`config.mk`:
```
export PLATFORM = sky130hd
export DESIGN_NAME = serial_decoder
export DESIGN_NICKNAME = d
export VERILOG_FILES = /design/src/rtl/serial_decoder.sv
export SDC_FILE = /design/constraint.sdc
export NUM_CORES = 1
export LEC_CHECK = 0
export BUFFER_PORTS_ARGS = -buffer_cell sky130_fd_sc_hd__buf_2
export CORE_ASPECT_RATIO = 0.5
export CORE_UTILIZATION = 50
export CTS_CLUSTER_SIZE = 12
export DETAILED_ROUTE_END_ITERATION = 16
export PLACE_DENSITY = 0.69
export SYNTH_ARGS = -nofsm -noshare
export SYNTH_HDL_FRONTEND = slang
export SYNTH_SLANG_ARGS = --single-unit
```
`constraint.sdc`:
```
create_clock -name clock -period 4.63 [get_ports clock]
set_input_delay 0.2315 -clock clock [delete_from_list [all_inputs] [get_ports clock]]
set_output_delay 0.2315 -clock clock [all_outputs]
set_load 0.03 [all_outputs]
```
`src/rtl/serial_decoder.sv`:
```
// serial_decoder
// Serial-in / parallel-out receiver for an LSB-first bit stream. A sync pulse
// (qualified by serialValid) marks bit 0 of a message; after the first sync,
// frames run back-to-back. Completed messages enter a show-ahead FIFO read
// through a valid/ready handshake. Dropped messages and loss of alignment are
// reported through sticky flags.
//
// Ports
//   clock        in   rising-edge clock
//   resetN       in   asynchronous active-low reset
//   serialIn     in   serial data bit (LSB of each message first)
//   serialValid  in   serialIn carries a bit this cycle
//   syncIn       in   current valid bit is bit 0 of a message
//   message      out  FIFO head (WIDTH bits), meaningful while messageValid
//   messageValid out  FIFO not empty
//   messageReady in   consumer takes the head when messageValid is high
//   overrun      out  sticky: completed message dropped on a full FIFO
//   frameError   out  sticky: sync arrived in the middle of a message
//   clearFlags   in   synchronous clear of both sticky flags (a set wins)
//   level        out  FIFO occupancy, 0..DEPTH
//
// WIDTH must be at least 3; DEPTH must be a power of 2 and at least 2.

module serial_decoder #(
  parameter int WIDTH = 8,
  parameter int DEPTH = 4
) (
  input  logic                     clock,
  input  logic                     resetN,
  input  logic                     serialIn,
  input  logic                     serialValid,
  input  logic                     syncIn,
  output logic [WIDTH-1:0]         message,
  output logic                     messageValid,
  input  logic                     messageReady,
  output logic                     overrun,
  output logic                     frameError,
  input  logic                     clearFlags,
  output logic [$clog2(DEPTH):0]   level
);

  localparam int CW = $clog2(WIDTH);
  localparam int AW = $clog2(DEPTH);
  localparam int LW = AW + 1;

  typedef enum logic [0:0] {
    HUNT  = 1'b0,
    SHIFT = 1'b1
  } state_t;

  state_t           state_q, state_d;
  logic [CW-1:0]    cnt_q, cnt_d;
  // Only the first WIDTH-1 bits are held; the last bit goes straight into the
  // pushed word, so the register never carries a dead bit.
  logic [WIDTH-2:0] shift_q, shift_d;

  logic [WIDTH-1:0] mem_q [DEPTH];
  logic [AW-1:0]    wr_ptr_q, rd_ptr_q;
  logic [LW-1:0]    level_q, level_d;
  logic             overrun_q, overrun_d;
  logic             frame_err_q, frame_err_d;

  logic             push_s;
  logic [WIDTH-1:0] push_word_s;
  logic             fe_set_s;
  logic             pop_s;
  logic             full_s;
  logic             push_ok_s;
  logic             ovr_set_s;

  // Receive FSM: alignment hunt, bit assembly and frame completion.
  always_comb begin
    state_d     = state_q;
    cnt_d       = cnt_q;
    shift_d     = shift_q;
    push_s      = 1'b0;
    fe_set_s    = 1'b0;
    push_word_s = {serialIn, shift_q};
    if (serialValid) begin
      case (state_q)
        HUNT: begin
          if (syncIn) begin
            shift_d = {serialIn, {(WIDTH-2){1'b0}}};
            cnt_d   = CW'(1);
            state_d = SHIFT;
          end else begin
            state_d = HUNT;
          end
        end
        SHIFT: begin
          if (syncIn && (cnt_q != {CW{1'b0}})) begin
            // Realign: drop the partial message and restart at bit 0.
            fe_set_s = 1'b1;
            shift_d  = {serialIn, {(WIDTH-2){1'b0}}};
            cnt_d    = CW'(1);
          end else if (cnt_q == CW'(WIDTH-1)) begin
            push_s  = 1'b1;
            shift_d = {(WIDTH-1){1'b0}};
            cnt_d   = {CW{1'b0}};
          end else begin
            shift_d = {serialIn, shift_q[WIDTH-2:1]};
            cnt_d   = cnt_q + CW'(1);
          end
        end
        default: begin
          state_d = HUNT;
          cnt_d   = {CW{1'b0}};
          shift_d = {(WIDTH-1){1'b0}};
        end
      endcase
    end else begin
      state_d = state_q;
    end
  end

  // FIFO control: a push into a full FIFO still succeeds when the head leaves
  // on the same edge.
  always_comb begin
    pop_s     = (level_q != {LW{1'b0}}) && messageReady;
    full_s    = (level_q == LW'(DEPTH));
    push_ok_s = push_s && (!full_s || pop_s);
    ovr_set_s = push_s && full_s && !pop_s;
    case ({push_ok_s, pop_s})
      2'b10:   level_d = level_q + LW'(1);
      2'b01:   level_d = level_q - LW'(1);
      default: level_d = level_q;
    endcase
    // A flag-setting event beats a simultaneous clear.
    if (ovr_set_s) begin
      overrun_d = 1'b1;
    end else if (clearFlags) begin
      overrun_d = 1'b0;
    end else begin
      overrun_d = overrun_q;
    end
    if (fe_set_s) begin
      frame_err_d = 1'b1;
    end else if (clearFlags) begin
      frame_err_d = 1'b0;
    end else begin
      frame_err_d = frame_err_q;
    end
  end

  // Receive state registers.
  always_ff @(posedge clock or negedge resetN) begin
    if (!resetN) begin
      state_q <= HUNT;
      cnt_q   <= {CW{1'b0}};
      shift_q <= {(WIDTH-1){1'b0}};
    end else begin
      state_q <= state_d;
      cnt_q   <= cnt_d;
      shift_q <= shift_d;
    end
  end

  // FIFO storage, pointers, occupancy and sticky flags.
  always_ff @(posedge clock or negedge resetN) begin
    if (!resetN) begin
      for (int i = 0; i < DEPTH; i++) begin
        mem_q[i] <= {WIDTH{1'b0}};
      end
      wr_ptr_q    <= {AW{1'b0}};
      rd_ptr_q    <= {AW{1'b0}};
      level_q     <= {LW{1'b0}};
      overrun_q   <= 1'b0;
      frame_err_q <= 1'b0;
    end else begin
      if (push_ok_s) begin
        mem_q[wr_ptr_q] <= push_word_s;
        wr_ptr_q        <= wr_ptr_q + AW'(1);
      end else begin
        wr_ptr_q <= wr_ptr_q;
      end
      if (pop_s) begin
        rd_ptr_q <= rd_ptr_q + AW'(1);
      end else begin
        rd_ptr_q <= rd_ptr_q;
      end
      level_q     <= level_d;
      overrun_q   <= overrun_d;
      frame_err_q <= frame_err_d;
    end
  end

  // Show-ahead head; storage is cleared on reset so message reads 0 then.
  assign message      = mem_q[rd_ptr_q];
  assign messageValid = (level_q != {LW{1'b0}});
  assign overrun      = overrun_q;
  assign frameError   = frame_err_q;
  assign level        = level_q;

endmodule

```
==> impl_metrics.toml <==
[run_status]
outcome = "finished clean"

[run]
drv_cap = 0

[detailed_routing]
dr.first_iter.drc_count = 35
wl_per_cell_um = 16.9
drc = 0
drtAntennaViolNets = 0
post_drt_via_cell_ratio = 5.29
dr_total_vias = 1344
wirelength_mm = 4.29
first_pass_iters = 4

[grt]
grt_antenna_before_repair = 0
grt_pass1_vias = 1388
grt_overflow = 0
grtUsageTotal_pct = 19.1
grt_start_max_net_pins = 53
grt_pass1_wl_mm = 7.22

[clock_tree]
cts.sinks = 52
cts_buffer_depth = 2
hold_buffers = 0
cts_setup_buffers = 0
cts_max_level = 2
clk_latency_ns = 0.31
post_cts.resized_instances = 0
cts_root_buffer = "clkbuf_8"
numCtsBuffers = 5
cts.clk_slew.worst_paths_ns = 0.10
cts_tree = "yes"

[sta]
timing.fmax_mhz = 388
skew_ns = 0.0108
period_needed_ns = 2.58
rsz0062_at_grt = "no"
drv_slew = 0
setup_violations = 0
worst_pin_slew_ns = 0.645
hold_violations = 0
max_slew_margin_pct = 57.0
setup-tns-final_ns = 0
period_share_pct = 55.6

[hold_path]
hold_class = "in -> async"

[synthesis]
synthDominantCellAreaShare_pct = 52.7
yosys_most_used_dff = "dfrtp_1"
yosys.area.top_type = "dfrtp_1"
ys_seq_area_share_pct = 52.7
ys_seq_elements = 52
synth_edf_count = 0
synth.area.top_cells = "dfrtp_1, mux2_4, mux2_2"
postSynth.asyncResetShare_pct = 100
syn-num-nets = 178
ys_types = 32
yosysWarnings = 0
synth_area_per_cell_um2 = 15.3
netlist_area_um2 = 2470
syn_inst = 162

[placement]
gp_congestion = 0.742
placed_cells = 246
dp_hpwl_mm = 2.87
port_buffers = 20
post_dp_cell_area_um2 = 2650

[layout]
drive_above_1_share_pct = 43.1
layout_common_cells = "dfrtp_1, buf_2, mux2_2"
num_antenna_cells = 0
nFillCells = 372
final_common_cell = "dfrtp_1"
syn2layout_area_growth_pct = 10.8
stdcell_count = 254
final_area_um2 = 2740
final_nets = 203

[floorplanning]
dieArea_um2 = 5240
start_util_pct = 54.0
fp-row-count = 17
die-height_um = 51.7
die_w_um = 101
design.core.area_um2 = 4570
ios = 21

[setup_path]
crit_required_ns = 4.87
end_kind = "flip-flop"
critical_path.max_fanout = 6
start_kind = "flip-flop"
worstSetupPathType = "reg -> reg"
crit_arrival_ns = 2.82

[power]
ir_drop_mv = 0.373
leakage_nw = 1.31
power.density_nw_per_um2 = 458
## cell usage after synthesis, types with 2 or more instances
cell and number:
dfrtp_1 52, mux2_2 17, mux2_4 16, inv_1 10, a22o_1 8, ha_1 8
mux4_2 8, nand2_1 5, nand2_4 4, nor2_4 4, o21ai_0 3, xnor2_1 3
xor2_1 3, nor2b_1 2, o22ai_1 2
## area by class of cell
cell class / count / area (µm²) / area share, %
well taps: 66 / 82.6 / 3.02
clock buffers: 5 / 68.8 / 2.51
repair buffers: 22 / 115 / 4.20
flip-flops and latches: 52 / 1300 / 47.5
inverters: 10 / 37.5 / 1.37
clock inverters: 3 / 25.0 / 0.914
multi-input cells: 96 / 1110 / 40.5
## final timing paths
path / startpoint / to / slack, ns / depth (start not counted)
worst max-delay path: level[1]$_DFFE_PN0P_ / level[2]$_DFFE_PN0P_ / 2.05 / 8
max in group asynchronous: resetN / mem_q[3]$_DFFE_PN0P_ / 4.18 / 2
worst max register to register: level[1]$_DFFE_PN0P_ / level[2]$_DFFE_PN0P_ / 2.05 / 8
worst min register to register: mem_q[9]$_DFFE_PN0P_ / mem_q[9]$_DFFE_PN0P_ / 0.51 / 1
min in group clock: clearFlags / overrun$_DFFE_PN0P_ / 0.13 / 2
worst min-delay path: resetN / level[2]$_DFFE_PN0P_ / 0.009 / 2
## state kept, by name (all words and copies together), names as in the netlist
signal,count
mem_q,32
shift_q,7
cnt_q,3
level,3
rd_ptr_q,2
wr_ptr_q,2
frameError,1
overrun,1
state_q,1
## through the flow
stage | total power [mW] | hold WS, ns | util [%] | setup WS (ns)
floorplan | 0.905 | -0.0641 | - | 2.21
global placement | 0.991 | 0.378 | 57.8 | 2.14
detailed placement | 1.00 | 0.386 | 57.8 | 2.06
CTS | 1.27 | 0.0367 | 59.9 | 2.03
global route | 1.33 | 0.0631 | 59.9 | 1.91
finish | 1.26 | 0.00930 | 59.9 | 2.05
## per-layer routing
metal / global-route usage, % / wire (µm) / vias up
met3: 4.84 / 138 / 7
met2: 29.1 / 1890 / 20
met4: 5.80 / 52 / 0
met5: 0 / 0 / -
met1: 27.3 / 2210 / 688
li1: - / - / 629
## cells by family (layout without fill, tap and decap cells)
logic type	count (synthesis)	in the layout	share of synthesized area [%]
AO/OA/AOI/OAI	19	19	6.68
XOR/XNOR	6	6	2.13
multiplexers	41	41	24.8
buffers and inverters	14	40	2.48
flip-flops	52	52	52.7
adder cells (fa/ha/maj)	9	9	4.86
AND/OR/NAND/NOR	21	21	6.43
## critical path: stages, from the launching register on
cell and delay [ns]:
dfrtp_1 0.43, or4b_1 0.77, nand3_1 0.26, ha_1 0.22, inv_1 0.06, fa_1 0.37
xor2_1 0.15, nor2_1 0.11, xor2_1 0.15
## power breakdown
part / internal [mW] / switching, mW / total [mW]
Sequential: 0.525 / 0.101 / 0.626
Combinational: 0.166 / 0.192 / 0.358
Clock: 0.110 / 0.161 / 0.271
Total: 0.802 / 0.453 / 1.26
(Power assumes the default switching activity.)
